File: src/rtl/vc_pkg.sv
// Shared types and defaults for the victim cache controller.
package vc_pkg;

  localparam int VC_ENTRIES_DEF     = 4;
  localparam int LINE_ADDR_BITS_DEF = 26;

  typedef enum logic [2:0] {
    VC_IDLE     = 3'd0,
    VC_SWAP     = 3'd1,
    VC_WB       = 3'd2,
    VC_INSERT   = 3'd3,
    VC_FLUSH    = 3'd4,
    VC_FLUSH_WB = 3'd5,
    VC_DONE     = 3'd6
  } type_vc_states_e;

  typedef struct packed {
    logic                          valid;
    logic                          dirty;
    logic [LINE_ADDR_BITS_DEF-1:0] line_addr;
  } type_vc_tag_s;

endpackage

File: src/rtl/vc_tag_match.sv
// Parallel tag compare with lowest-index priority encoding for hits and free slots.
module vc_tag_match #(
  parameter int ENTRIES   = 4,
  parameter int ADDR_BITS = 26,
  parameter int IDX_BITS  = 2
) (
  input  logic [ENTRIES-1:0]           valid_i,
  input  logic [ENTRIES*ADDR_BITS-1:0] tags_i,
  input  logic [ADDR_BITS-1:0]         addr_i,
  output logic                         hit_o,
  output logic [IDX_BITS-1:0]          hit_idx_o,
  output logic                         any_invalid_o,
  output logic [IDX_BITS-1:0]          first_invalid_idx_o
);

  logic [ENTRIES-1:0] match_s;

  // Per-entry tag equality qualified by valid.
  always_comb begin
    match_s = {ENTRIES{1'b0}};
    for (int i = 0; i < ENTRIES; i++) begin
      match_s[i] = valid_i[i] && (tags_i[i*ADDR_BITS +: ADDR_BITS] == addr_i);
    end
  end

  // Downward scan so the lowest matching / invalid index wins.
  always_comb begin
    hit_idx_o           = {IDX_BITS{1'b0}};
    first_invalid_idx_o = {IDX_BITS{1'b0}};
    for (int i = ENTRIES - 1; i >= 0; i--) begin
      if (match_s[i]) begin
        hit_idx_o = IDX_BITS'(i);
      end else begin
        hit_idx_o = hit_idx_o;
      end
      if (!valid_i[i]) begin
        first_invalid_idx_o = IDX_BITS'(i);
      end else begin
        first_invalid_idx_o = first_invalid_idx_o;
      end
    end
    hit_o         = |match_s;
    any_invalid_o = ~&valid_i;
  end

endmodule

File: src/rtl/victim_cache_ctrl.sv
// Victim cache controller: tag/valid/dirty state, data array sequencing and
// write-back of displaced dirty victims over the dcache memory handshake.
module victim_cache_ctrl
  import vc_pkg::*;
#(
  parameter int VC_ENTRIES     = VC_ENTRIES_DEF,
  parameter int LINE_ADDR_BITS = LINE_ADDR_BITS_DEF,
  parameter int VC_IDX_BITS    = $clog2(VC_ENTRIES)
) (
  input  logic                      clk,
  input  logic                      rst_n,
  input  logic [LINE_ADDR_BITS-1:0] lookup_addr_i,
  output logic                      vc_hit_o,
  output logic [VC_IDX_BITS-1:0]    vc_hit_idx_o,
  input  logic                      swap_req_i,
  input  logic                      insert_req_i,
  input  logic                      evict_valid_i,
  input  logic                      evict_dirty_i,
  input  logic [LINE_ADDR_BITS-1:0] evict_addr_i,
  input  logic                      vc_flush_i,
  input  logic                      kill_i,
  output logic                      vc_data_rd_o,
  output logic                      vc_data_wr_o,
  output logic [VC_IDX_BITS-1:0]    vc_idx_o,
  output logic                      vc2dcache_ack_o,
  output logic                      vc_busy_o,
  output logic                      vc2mem_req_o,
  output logic                      vc2mem_wr_o,
  output logic [LINE_ADDR_BITS-1:0] vc2mem_addr_o,
  output logic                      vc2mem_kill_o,
  input  logic                      mem2vc_ack_i
);

  localparam logic [VC_IDX_BITS-1:0] LAST_IDX = VC_IDX_BITS'(VC_ENTRIES - 1);

  type_vc_states_e           state_q, state_d;
  logic [VC_ENTRIES-1:0]     valid_q, valid_d;
  logic [VC_ENTRIES-1:0]     dirty_q, dirty_d;
  logic [LINE_ADDR_BITS-1:0] tag_q [VC_ENTRIES];
  logic [LINE_ADDR_BITS-1:0] tag_d [VC_ENTRIES];
  logic [VC_IDX_BITS-1:0]    fifo_ptr_q, fifo_ptr_d;
  logic [VC_IDX_BITS-1:0]    target_q, target_d;
  logic                      from_fifo_q, from_fifo_d;
  logic [VC_IDX_BITS-1:0]    scan_idx_q, scan_idx_d;
  logic [LINE_ADDR_BITS-1:0] evict_addr_q, evict_addr_d;
  logic                      evict_dirty_q, evict_dirty_d;
  logic                      ack_q, ack_d;

  logic [VC_ENTRIES*LINE_ADDR_BITS-1:0] tags_flat_s;
  logic                                 hit_s;
  logic [VC_IDX_BITS-1:0]               hit_idx_s;
  logic                                 any_inv_s;
  logic [VC_IDX_BITS-1:0]               first_inv_s;
  logic [VC_IDX_BITS-1:0]               ins_target_s;

  // Flatten the tag array for the matcher.
  always_comb begin
    tags_flat_s = {(VC_ENTRIES*LINE_ADDR_BITS){1'b0}};
    for (int i = 0; i < VC_ENTRIES; i++) begin
      tags_flat_s[i*LINE_ADDR_BITS +: LINE_ADDR_BITS] = tag_q[i];
    end
  end

  vc_tag_match #(
    .ENTRIES  (VC_ENTRIES),
    .ADDR_BITS(LINE_ADDR_BITS),
    .IDX_BITS (VC_IDX_BITS)
  ) u_tag_match (
    .valid_i            (valid_q),
    .tags_i             (tags_flat_s),
    .addr_i             (lookup_addr_i),
    .hit_o              (hit_s),
    .hit_idx_o          (hit_idx_s),
    .any_invalid_o      (any_inv_s),
    .first_invalid_idx_o(first_inv_s)
  );

  assign vc_hit_o     = hit_s;
  assign vc_hit_idx_o = hit_idx_s;
  assign vc_busy_o    = (state_q != VC_IDLE);
  // A full cache falls back to round-robin replacement.
  assign ins_target_s = any_inv_s ? first_inv_s : fifo_ptr_q;

  // Next-state, entry updates and output strobes.
  always_comb begin
    state_d         = state_q;
    valid_d         = valid_q;
    dirty_d         = dirty_q;
    tag_d           = tag_q;
    fifo_ptr_d      = fifo_ptr_q;
    target_d        = target_q;
    from_fifo_d     = from_fifo_q;
    scan_idx_d      = scan_idx_q;
    evict_addr_d    = evict_addr_q;
    evict_dirty_d   = evict_dirty_q;
    ack_d           = 1'b0;
    vc_data_rd_o    = 1'b0;
    vc_data_wr_o    = 1'b0;
    vc_idx_o        = {VC_IDX_BITS{1'b0}};
    vc2dcache_ack_o = ack_q;
    vc2mem_req_o    = 1'b0;
    vc2mem_wr_o     = 1'b0;
    vc2mem_addr_o   = {LINE_ADDR_BITS{1'b0}};
    vc2mem_kill_o   = 1'b0;

    case (state_q)
      VC_IDLE: begin
        if (vc_flush_i) begin
          scan_idx_d = {VC_IDX_BITS{1'b0}};
          state_d    = VC_FLUSH;
        end else if (swap_req_i && hit_s) begin
          vc_data_rd_o = 1'b1;
          vc_idx_o     = hit_idx_s;
          target_d     = hit_idx_s;
          state_d      = VC_SWAP;
        end else if (insert_req_i) begin
          if (!evict_valid_i) begin
            ack_d = 1'b1;
          end else begin
            target_d      = ins_target_s;
            from_fifo_d   = ~any_inv_s;
            evict_addr_d  = evict_addr_i;
            evict_dirty_d = evict_dirty_i;
            if (valid_q[ins_target_s] && dirty_q[ins_target_s]) begin
              state_d = VC_WB;
            end else begin
              state_d = VC_INSERT;
            end
          end
        end else begin
          state_d = VC_IDLE;
        end
      end

      // Swap ack is registered so it lands two cycles after the request.
      VC_SWAP: begin
        if (kill_i) begin
          state_d = VC_IDLE;
        end else begin
          vc_idx_o = target_q;
          if (evict_valid_i) begin
            tag_d[target_q]   = evict_addr_i;
            dirty_d[target_q] = evict_dirty_i;
            valid_d[target_q] = 1'b1;
            vc_data_wr_o      = 1'b1;
          end else begin
            valid_d[target_q] = 1'b0;
            dirty_d[target_q] = 1'b0;
          end
          ack_d   = 1'b1;
          state_d = VC_IDLE;
        end
      end

      VC_WB: begin
        if (kill_i) begin
          vc2mem_kill_o = 1'b1;
          state_d       = VC_IDLE;
        end else begin
          vc2mem_req_o  = 1'b1;
          vc2mem_wr_o   = 1'b1;
          vc2mem_addr_o = tag_q[target_q];
          vc_data_rd_o  = 1'b1;
          vc_idx_o      = target_q;
          if (mem2vc_ack_i) begin
            state_d = VC_INSERT;
          end else begin
            state_d = VC_WB;
          end
        end
      end

      VC_INSERT: begin
        if (kill_i) begin
          state_d = VC_IDLE;
        end else begin
          tag_d[target_q]   = evict_addr_q;
          dirty_d[target_q] = evict_dirty_q;
          valid_d[target_q] = 1'b1;
          vc_data_wr_o      = 1'b1;
          vc_idx_o          = target_q;
          vc2dcache_ack_o   = 1'b1;
          if (from_fifo_q) begin
            fifo_ptr_d = fifo_ptr_q + VC_IDX_BITS'(1);
          end else begin
            fifo_ptr_d = fifo_ptr_q;
          end
          state_d = VC_IDLE;
        end
      end

      VC_FLUSH: begin
        if (kill_i) begin
          state_d = VC_IDLE;
        end else if (valid_q[scan_idx_q] && dirty_q[scan_idx_q]) begin
          state_d = VC_FLUSH_WB;
        end else begin
          valid_d[scan_idx_q] = 1'b0;
          dirty_d[scan_idx_q] = 1'b0;
          if (scan_idx_q == LAST_IDX) begin
            state_d = VC_DONE;
          end else begin
            scan_idx_d = scan_idx_q + VC_IDX_BITS'(1);
            state_d    = VC_FLUSH;
          end
        end
      end

      VC_FLUSH_WB: begin
        if (kill_i) begin
          vc2mem_kill_o = 1'b1;
          state_d       = VC_IDLE;
        end else begin
          vc2mem_req_o  = 1'b1;
          vc2mem_wr_o   = 1'b1;
          vc2mem_addr_o = tag_q[scan_idx_q];
          vc_data_rd_o  = 1'b1;
          vc_idx_o      = scan_idx_q;
          if (mem2vc_ack_i) begin
            valid_d[scan_idx_q] = 1'b0;
            dirty_d[scan_idx_q] = 1'b0;
            if (scan_idx_q == LAST_IDX) begin
              state_d = VC_DONE;
            end else begin
              scan_idx_d = scan_idx_q + VC_IDX_BITS'(1);
              state_d    = VC_FLUSH;
            end
          end else begin
            state_d = VC_FLUSH_WB;
          end
        end
      end

      VC_DONE: begin
        if (kill_i) begin
          state_d = VC_IDLE;
        end else begin
          vc2dcache_ack_o = 1'b1;
          fifo_ptr_d      = {VC_IDX_BITS{1'b0}};
          state_d         = VC_IDLE;
        end
      end

      default: begin
        state_d = VC_IDLE;
      end
    endcase
  end

  // State and entry registers.
  always_ff @(posedge clk) begin
    if (!rst_n) begin
      state_q       <= VC_IDLE;
      valid_q       <= {VC_ENTRIES{1'b0}};
      dirty_q       <= {VC_ENTRIES{1'b0}};
      fifo_ptr_q    <= {VC_IDX_BITS{1'b0}};
      target_q      <= {VC_IDX_BITS{1'b0}};
      from_fifo_q   <= 1'b0;
      scan_idx_q    <= {VC_IDX_BITS{1'b0}};
      evict_addr_q  <= {LINE_ADDR_BITS{1'b0}};
      evict_dirty_q <= 1'b0;
      ack_q         <= 1'b0;
      for (int i = 0; i < VC_ENTRIES; i++) begin
        tag_q[i] <= {LINE_ADDR_BITS{1'b0}};
      end
    end else begin
      state_q       <= state_d;
      valid_q       <= valid_d;
      dirty_q       <= dirty_d;
      fifo_ptr_q    <= fifo_ptr_d;
      target_q      <= target_d;
      from_fifo_q   <= from_fifo_d;
      scan_idx_q    <= scan_idx_d;
      evict_addr_q  <= evict_addr_d;
      evict_dirty_q <= evict_dirty_d;
      ack_q         <= ack_d;
      tag_q         <= tag_d;
    end
  end

endmodule

File: config.mk
export PLATFORM = sky130hd
export DESIGN_NAME = victim_cache_ctrl
export DESIGN_NICKNAME = d
export VERILOG_FILES = /design/src/rtl/vc_pkg.sv /design/src/rtl/vc_tag_match.sv /design/src/rtl/victim_cache_ctrl.sv
export SDC_FILE = /design/constraint.sdc
export NUM_CORES = 1
export LEC_CHECK = 0
export BUFFER_PORTS_ARGS = -buffer_cell sky130_fd_sc_hd__clkbuf_2
export CAP_MARGIN = 20
export CELL_PAD_IN_SITES_DETAIL_PLACEMENT = 0
export CELL_PAD_IN_SITES_GLOBAL_PLACEMENT = 1
export CORE_ASPECT_RATIO = 1.4
export CORE_MARGIN = 2
export CORE_UTILIZATION = 46
export CTS_CLUSTER_DIAMETER = 150
export DETAILED_ROUTE_END_ITERATION = 6
export PLACE_DENSITY = 0.86
export SLEW_MARGIN = 20
export SYNTH_ARGS = -nofsm -noshare
export SYNTH_HDL_FRONTEND = slang
export SYNTH_SLANG_ARGS = --single-unit
export TNS_END_PERCENT = 1
File: constraint.sdc
create_clock -name clk -period 3.2 [get_ports clk]
set_clock_uncertainty 0.1 [all_clocks]
set_input_delay 0 -clock clk [delete_from_list [all_inputs] [get_ports clk]]
set_output_delay 0 -clock clk [all_outputs]
set_load 0.03 [all_outputs]
==> results of run 1 <==
[repair_timing]
item,in CTS,in global routing
endpoints found under the setup margin,0,1
hold endpoints to repair,98,0
hold buffers,35,0
[per-layer routing]
metal,up-vias,part of all wire
met3,88,0.050
li1,3868,-
met2,317,0.50
met4,0,0.058
met5,-,0
met1,3959,0.39
[final cells by class]
cell class              count  share of cell area
repair buffers            160              0.1017
multi-input cells         750              0.5374
flip-flops and latches    150              0.2762
inverters                  11            0.003795
clock buffers              19             0.03979
clock inverters             9             0.01219
well taps                 252             0.02898
[registers in the layout, summed over array words and instances (netlist names), named ones only]
signal,cells
ack_q,1
scan_idx_q,2
from_fifo_q,1
target_q,2
fifo_ptr_q,2
dirty_q,4
state_q,3
evict_addr_q,26
evict_dirty_q,1
tag_q,104
[critical path, cell delays in order (launching register included)]
cell	delay, ps
dfxtp_1	350
xnor2_1	300
nand4_1	140
or4_4	560
nor4_4	360
nand4bb_1	250
buf_4	180
a31o_1	140
clkbuf_2	200
[stage by stage]
step | hold slack (ps) | power [µW]
after floorplan | 42.10 | 2248
after global placement | 146.0 | 2420
after detailed placement | 152.3 | 2421
after CTS | 226.2 | 4435
after global routing | 280.8 | 4562
final | 254.4 | 4429
[how the worst max path moves through the flow]
stage	to	slack (ps)
6_report	vc_idx_o[0]	190
3_5_place_dp	evict_addr_q[9]	290
3_3_place_gp	evict_addr_q[16]	330
2_1_floorplan	evict_addr_q[18]	670
5_1_grt	vc_idx_o[0]	80
4_1_cts	vc_idx_o[0]	190
[cell families (layout without fill, tap and decap cells)]
logic type / count (synthesis) / in the layout / synth area share
mux: 112 / 112 / 0.1940
fa+ha+maj: 4 / 4 / 0.005438
simple gates: 330 / 330 / 0.1688
flops: 150 / 150 / 0.3263
buf+inv: 97 / 199 / 0.04337
xor+xnor: 108 / 108 / 0.1052
compound gates: 196 / 196 / 0.1569
[synth_stat cells (4+ instances only)]
cell	n	area share
nand4_1	41	0.028
xor2_1	44	0.042
nand2b_1	7	0.0048
mux4_2	53	0.13
nor4_1	11	0.0075
or4_1	6	0.0049
o21a_1	4	0.0033
buf_1	8	0.0033
nor3_1	8	0.0044
nor2_1	137	0.056
clkbuf_1	69	0.028
a22o_1	26	0.025
nor2b_1	6	0.0041
mux2i_1	58	0.063
nand3_1	8	0.0044
a21oi_1	24	0.013
buf_2	4	0.0022
a311oi_1	5	0.0048
or2_2	4	0.0027
o21ai_0	6	0.0033
o211ai_1	5	0.0041
nand2_1	86	0.035
ha_1	4	0.0054
inv_1	9	0.0037
a211oi_1	107	0.087
dfxtp_1	150	0.33
xnor2_1	61	0.058
o22ai_1	5	0.0034
[power by group through the flow]
stage | combinational, µW | sequential, µW | clock [µW]
6_report | 506 | 1920 | 2010
4_1_cts | 501 | 1920 | 2020
3_5_place_dp | 464 | 1960 | 0
3_3_place_gp | 464 | 1960 | 0
2_1_floorplan | 298 | 1950 | 0
5_1_grt | 539 | 1920 | 2100
==> flow_metrics.env, run 1 <==
export IMPL_status="completed"
export IMPL_tightest_slew_ps=1074
export IMPL_synthToLayoutAreaGrowth_pct=18.22
export IMPL_drt_total_wl_um=29640
export IMPL_drive_gt1_frac=0.2075
export IMPL_die_area_um2=21170
export IMPL_drc=0
export IMPL_drtIter0Drc=536
export IMPL_fin_ws_ps=191.6
export IMPL_antenna_cells=0
export IMPL_clkTransAtPathRegs_ps=60
export IMPL_die_x_um=123.5
export IMPL_r2r_start="tag_q[77]"
export IMPL_cts_buffer_depth=2
export IMPL_grt_busiest_layer="met2"
export IMPL_min_from="evict_addr_i[19]"
export IMPL_synth_distinct_cells=56
export IMPL_dr_pass1_iters=5
export IMPL_ys_ff_latch=150
export IMPL_drtAntennaViolNets=0
export IMPL_num_vias=8232
export IMPL_place_congestion=1.019
export IMPL_fill_cells=1777
export IMPL_period_share=0.9401
export IMPL_avgSynthCellArea_um2=9.232
export IMPL_powerDensity_nw_per_um2=407.1
export IMPL_hp_class="in -> reg"
export IMPL_critPathArrivalTime_ps=2910
export IMPL_cp_max_fo=5
export IMPL_syn_num_nets=1062
export IMPL_grt_max_degree=67
export IMPL_worstPathRequired_ps=3100
export IMPL_start_util=0.4656
export IMPL_max_vdd_ir_drop_v=0.0003649
export IMPL_track_usage=0.2907
export IMPL_endpoint_kind="output pin"
export IMPL_grt_setup_unrepaired="false"
export IMPL_whs_path_depth=4
export IMPL_reg2reg_to="evict_addr_q[14]"
export IMPL_clock_sinks=150
export IMPL_async_reset_ff_frac=0
export IMPL_final_common_cell="dfxtp_1"
export IMPL_core_um2=19770
export IMPL_die_h_um=171.4
export IMPL_multiInputGateArea_um2=5847
export IMPL_fin_tns_setup_ps=0
export IMPL_slew_viol_final=0
export IMPL_final_util=0.5504
export IMPL_startpoint="tag_q[79]"
export IMPL_dpl_instance_area_um2=9965
export IMPL_ff2ff_setup_slack_ps=220
export IMPL_fmax_mhz=332.4
export IMPL_dp_hpwl_um=21480
export IMPL_gr_usage_met3=0.04377
export IMPL_clockPowerShare=0.453
export IMPL_yosysWarnings=0
export IMPL_r2r_cells=8
export IMPL_layout_min_cycle_time_ps=3008
export IMPL_cts_max_level=4
export IMPL_clk_latency_ps=430
export IMPL_worstSetupPathType="reg -> out"
export IMPL_dp_cells=1288
export IMPL_grt_use_met1=0.3397
export IMPL_vias_per_cell=6.093
export IMPL_max_slew_margin_rel=0.2819
export IMPL_critPathLaunchType="flop"
export IMPL_synthFlopType="dfxtp_1"
export IMPL_post_drt_wl_per_cell_um=21.94
export IMPL_preCtsSetupSlack_ps=287.1
export IMPL_grt_overflow=0
export IMPL_power_frac_seq=0.433
export IMPL_p_int_uw=3293
export IMPL_combPwrFrac=0.114
export IMPL_whs_endpoint="evict_addr_q[19]"
export IMPL_ff_latch_area_um2=3005
export IMPL_hold_viol_final=0
export IMPL_setup_viol=0
export IMPL_synthCells=997
export IMPL_met2_usage=0.4945
export IMPL_stdcell_area_um2=10880
export IMPL_drv_cap=0
export IMPL_netlist_area_um2=9204
export IMPL_grt_pass1_vias=8072
export IMPL_cts_tree="done"
export IMPL_switchingPower_uw=1136
export IMPL_portBuffers=98
export IMPL_clockRootBuffer="clkbuf_16"
export IMPL_p_leak_uw=0.003984
export IMPL_swShare=0.2566
export IMPL_layout_common_cells="148 x dfxtp_1, 134 x nor2_1, 107 x a211oi_1"
export IMPL_cts_made_buffers=17
export IMPL_cts_resized_gates=0
export IMPL_grt_pass1_wl_um=45790
export IMPL_antenna_found_initial=0
export IMPL_nets=1155
export IMPL_post_cts_buffers=0
export IMPL_core_rowCount=61
export IMPL_ys_seq_area_frac=0.3263
export IMPL_ios=99
export IMPL_fin_cells=1351
export IMPL_synth_edff_count=0
Power figures use the tool's default switching activity.
==> run 2, diff against run 1 <==
- CORE_ASPECT_RATIO: 1.4 -> unset
- CORE_UTILIZATION: 46 -> 47
- CTS_BUF_LIST: unset -> sky130_fd_sc_hd__clkbuf_4
- PLACE_DENSITY: 0.86 -> 0.87
==> flow_metrics.env, run 2 (same netlist as run 1, synthesis figures left out) <==
export IMPL_p_leak_uw=0.003898
export IMPL_status="completed"
export IMPL_layout_min_cycle_time_ps=3182
export IMPL_max_vdd_ir_drop_v=0.0002222
export IMPL_slew_viol_final=0
export IMPL_grt_pass1_wl_um=44250
export IMPL_num_vias=8209
export IMPL_worstSetupPathType="reg -> out"
export IMPL_powerDensity_nw_per_um2=346.1
export IMPL_final_util=0.5555
export IMPL_die_area_um2=20720
export IMPL_clock_sinks=150
export IMPL_grt_max_degree=60
export IMPL_drive_gt1_frac=0.2121
export IMPL_drc=0
export IMPL_dp_cells=1297
export IMPL_tightest_slew_ps=781.0
export IMPL_core_rowCount=51
export IMPL_largest_reg_flops=104
export IMPL_endpoint_kind="output pin"
export IMPL_cts_made_buffers=17
export IMPL_dp_hpwl_um=21170
export IMPL_die_x_um=143.9
export IMPL_place_congestion=1.033
export IMPL_clockRootBuffer="clkbuf_4"
export IMPL_clkTransAtPathRegs_ps=150
export IMPL_layout_common_cells="148 x dfxtp_1, 133 x nor2_1, 106 x a211oi_1"
export IMPL_worstPathRequired_ps=3100
export IMPL_start_util=0.4760
export IMPL_fin_tns_setup_ps=0
export IMPL_synthToLayoutAreaGrowth_pct=16.69
export IMPL_core_um2=19330
export IMPL_drtAntennaViolNets=0
export IMPL_grt_overflow=0
export IMPL_post_drt_wl_per_cell_um=21.11
export IMPL_cts_buffer_depth=2
export IMPL_period_share=0.9945
export IMPL_final_common_cell="dfxtp_1"
export IMPL_clk_latency_ps=620
export IMPL_drt_total_wl_um=28900
export IMPL_hold_viol_final=0
export IMPL_die_h_um=143.9
export IMPL_nets=1158
export IMPL_ios=99
export IMPL_track_usage=0.2866
export IMPL_cp_max_fo=4
export IMPL_cts_max_level=4
export IMPL_dr_pass1_iters=5
export IMPL_hp_class="in -> reg"
export IMPL_critPathLaunchType="flop"
export IMPL_cts_tree="done"
export IMPL_reg_largest_list="tag_q (104), evict_addr_q (26), dirty_q (4)"
export IMPL_critPathArrivalTime_ps=3080
export IMPL_setup_viol=0
export IMPL_drv_cap=0
export IMPL_fill_cells=1799
export IMPL_fmax_mhz=314.2
export IMPL_vias_per_cell=5.996
export IMPL_drtIter0Drc=1038
export IMPL_antenna_found_initial=1
export IMPL_fin_cells=1369
export IMPL_max_slew_margin_rel=0.4644
export IMPL_regMostFlops="tag_q"
export IMPL_portBuffers=98
export IMPL_grt_pass1_vias=7626
==> run 2: cell count changes in the layout (fill, tap and decap cells not counted), moves of 4 or more <==
cell | previous run | this run
buf_4 | 22 | 16
dlygate4sd3_1 | 35 | 42
xnor2_1 | 61 | 57
xnor2_2 | 3 | 7
clkbuf_4 | 0 | 18
clkbuf_16 | 17 | 0
==> run 2: layer usage <==
metal  track usage  part of all wire
met5             0                 0
met2        0.4241              0.44
met3       0.07797             0.086
met4        0.1047             0.031
met1        0.4008              0.44
==> run 2: final timing paths <==
kind	slack, ps	endpoint	from	depth (start not counted)
min reg2reg	370	evict_addr_q[16]	evict_addr_q[16]	2
min	60	evict_addr_q[15]	evict_addr_i[15]	4
max	20	vc_idx_o[0]	tag_q[16]	8
max reg2reg	160	state_q[0]	tag_q[62]	8
==> run 2: repair_timing <==
item	in CTS	in global routing
cloned	0	0
endpoints found under the setup margin	1	5
gates resized for setup	1	7
hold endpoints to repair	150	0
pin swaps	0	3
setup buffers	0	0
hold buffers	42	0
==> run 2: worst max-delay path, cell delays in order (launching register included) <==
cell      delay (ps)
dfxtp_1          360
xnor2_1          330
nand4_1          150
nor4_1           420
nand4_1          370
nor2b_1          220
o21ba_1          220
a31o_1           180
clkbuf_2         210
==> run 2: cell type report <==
type                    instances  area (µm²)  area share
diodes                          1       2.502   0.0002330
clock buffers                  18       135.1     0.01258
clock inverters                11       152.6     0.01421
inverters                      11       41.29    0.003844
multi-input cells             750        5901      0.5494
flip-flops and latches        150        3005      0.2798
well taps                     265       331.6     0.03087
repair buffers                163        1171      0.1090
==> run 2: power by group <==
group | switching (µW) | internal (µW)
Sequential | 26.0 | 1890
Combinational | 311 | 199
Clock | 747 | 542
Total | 1080 | 2630
==> run 2: per-stage QoR <==
step	cell area [µm²]	setup slack, ps	power (µW)	hold WS [ps]
5_1_grt	10740	-41.63	3843	74.13
3_5_place_dp	9976	437.4	2416	155.0
3_3_place_gp	9976	476.6	2414	145.3
4_1_cts	10690	32.85	3712	51.57
6_report	10740	17.62	3718	59.50
2_1_floorplan	9204	667.2	2248	42.10
==> run 3, diff against run 2 <==
- ABC_AREA: unset -> 1
- CORE_UTILIZATION: 47 -> 43
- PLACE_DENSITY: 0.87 -> 0.88
==> flow_metrics.env, run 3 <==
export IMPL_fin_cells=2137
export IMPL_setup_viol=0
export IMPL_syn_num_nets=1751
export IMPL_die_area_um2=24930
export IMPL_violations="DRC"
export IMPL_drv_cap=0
export IMPL_largest_reg_flops=104
export IMPL_grt_max_degree=74
export IMPL_cpLargestDelayFamily="buffers and inverters"
export IMPL_clock_sinks=150
export IMPL_core_um2=23330
export IMPL_synth_edff_count=0
export IMPL_status="complete, but fails checks"
export IMPL_die_h_um=157.9
export IMPL_cts_tree="done"
export IMPL_grt_pass1_wl_um=62640
export IMPL_cts_max_level=4
export IMPL_fin_ws_ps=86.85
export IMPL_portBuffers=98
export IMPL_final_common_cell="nand2_1"
export IMPL_synthFlopType="dfxtp_1"
export IMPL_die_x_um=157.9
export IMPL_yosysWarnings=0
export IMPL_fmax_mhz=321.2
export IMPL_yosys_top_cells_count="483 x nand2_1, 177 x a21oi_1, 174 x inv_1, 171 x nor2_1, 150 x dfxtp_1"
export IMPL_max_slew_margin_rel=0.4910
export IMPL_clockRootBuffer="clkbuf_4"
export IMPL_dp_cells=2035
export IMPL_slowest_stage="dfxtp_1"
export IMPL_synth_top_area_share=0.2949
export IMPL_cp_max_fo=26
export IMPL_worstPathRequired_ps=3100
export IMPL_vias_per_cell=5.625
export IMPL_ios=99
export IMPL_critPathLaunchType="flop"
export IMPL_synth_area_leaders="dfxtp_1 29%, nand2_1 18%, a21oi_1 8.7%, o21ai_0 6.7%, inv_1 6.4%"
export IMPL_cts_made_buffers=17
export IMPL_reg_largest_list="tag_q (104), evict_addr_q (26), dirty_q (4)"
export IMPL_worst_path_buf_inv=3
export IMPL_dpl_instance_area_um2=10710
export IMPL_regMostFlops="tag_q"
export IMPL_drtIter0Drc=1441
export IMPL_critPathArrivalTime_ps=3010
export IMPL_grt_overflow=0
export IMPL_drt_total_wl_um=41250
export IMPL_start_util=0.4365
export IMPL_num_vias=12020
export IMPL_layout_min_cycle_time_ps=3113
export IMPL_clk_latency_ps=600
export IMPL_p_leak_uw=0.004999
export IMPL_tightest_slew_ps=762.3
export IMPL_worstSetupPathType="reg -> out"
export IMPL_dr_pass1_iters=7
export IMPL_cp_cell_sequence="inv_1 > nor2_2 > inv_2 > o22ai_1 > a221oi_1 > o21ai_0 > clkbuf_2"
export IMPL_antenna_found_initial=1
export IMPL_cts_buffer_depth=2
export IMPL_clkTransAtPathRegs_ps=150
export IMPL_max_stage_delay_ps=490
export IMPL_netlist_area_um2=10180
export IMPL_yosysTopAreaCell="dfxtp_1"
export IMPL_period_share=0.9729
export IMPL_synth_most_common_cell="nand2_1"
export IMPL_core_rowCount=56
export IMPL_synthToLayoutAreaGrowth_pct=16.45
export IMPL_powerDensity_nw_per_um2=373.9
export IMPL_layout_common_cells="477 x nand2_1, 176 x a21oi_1, 173 x inv_1"
export IMPL_slew_viol_final=0
export IMPL_async_reset_ff_frac=0
export IMPL_design_power_total_uw=4434
export IMPL_place_congestion=0.9816
export IMPL_grt_pass1_vias=10790
export IMPL_avgSynthCellArea_um2=6.040
export IMPL_nets=1869
export IMPL_ys_ff_latch=150
export IMPL_final_util=0.5083
export IMPL_synthCells=1686
export IMPL_synth_distinct_cells=45
export IMPL_drive_gt1_frac=0.1260
export IMPL_max_vdd_ir_drop_v=0.0002396
export IMPL_whs_path_depth=4
export IMPL_track_usage=0.3341
export IMPL_endpoint_kind="output pin"
export IMPL_post_drt_wl_per_cell_um=19.30
export IMPL_r2r_cells=15
export IMPL_stdcell_area_um2=11860
export IMPL_dp_hpwl_um=29290
export IMPL_drtAntennaViolNets=0
export IMPL_path_depth=7
export IMPL_hold_viol_final=0
export IMPL_ys_seq_area_frac=0.2949
export IMPL_preCtsSetupSlack_ps=514.7
export IMPL_drc=2
export IMPL_hp_class="in -> reg"
## run 3: worst min-delay path: stages
cell and delay (ps):
dlygate4sd3_1 540, clkbuf_2 120, nand2_1 60, a21oi_1 50
## run 3: through the flow
stage	setup TNS, ps	hold slack, ps
finish	0	109.5
global route	-2.736	118.9
CTS	0	83.87
detailed placement	0	174.6
global placement	0	165.1
floorplan	0	42.81
## run 3: worst paths after layout
path / end / start / slack [ps]
max: vc2mem_addr_o[5] / target_q[1] / 90
min: evict_dirty_q / evict_dirty_i / 110
max reg2reg: state_q[1] / flop / 100
min reg2reg: evict_dirty_q / evict_dirty_q / 380
## run 3: layout make-up
class / instances / area, µm²
antenna: 1 / 2.502
fill: 2464 / 11470
timing repair buffer: 185 / 1314
clock inverter: 15 / 192.7
inverter: 187 / 708.2
multi-input combinational: 1263 / 6091
tap: 319 / 399.1
clock buffer: 17 / 127.6
sequential: 150 / 3024
## run 3: per-layer routing
metal  vias to the layer above  GRT usage  routed length [µm]  part of all wire
li1                       5799          -                   -                 -
met1                      5592     0.4662               18180              0.44
met2                       568     0.5369               18820              0.46
met3                        62    0.04681                3346             0.081
met4                         0    0.09524                 904             0.022
met5                         -          0                   0                 0
## run 3: logic make-up (layout without fill, tap and decap cells)
logic type | Yosys count | after routing | synth area share
other cells | 0 | 1 | 0
fa+ha+maj | 4 | 4 | 0.004915
compound gates | 496 | 496 | 0.2669
xor+xnor | 22 | 22 | 0.01892
buf+inv | 273 | 404 | 0.1197
flops | 150 | 150 | 0.2949
simple gates | 741 | 741 | 0.2948
## run 3: report_power, final
group | internal (µW) | switching, µW | leakage (µW) | total (µW)
Sequential | 1920 | 48.5 | 0.00122 | 1970
Clock | 565 | 819 | 0.000171 | 1380
Combinational | 362 | 717 | 0.00361 | 1080
Total | 2850 | 1580 | 0.00500 | 4430
## run 3: what timing repair did
action	4_1_cts	5_1_grt
buffers inserted	0	2
setup endpoints to repair	0	28
hold buffers	67	0
gates resized for setup	0	46
hold endpoints to repair	150	0
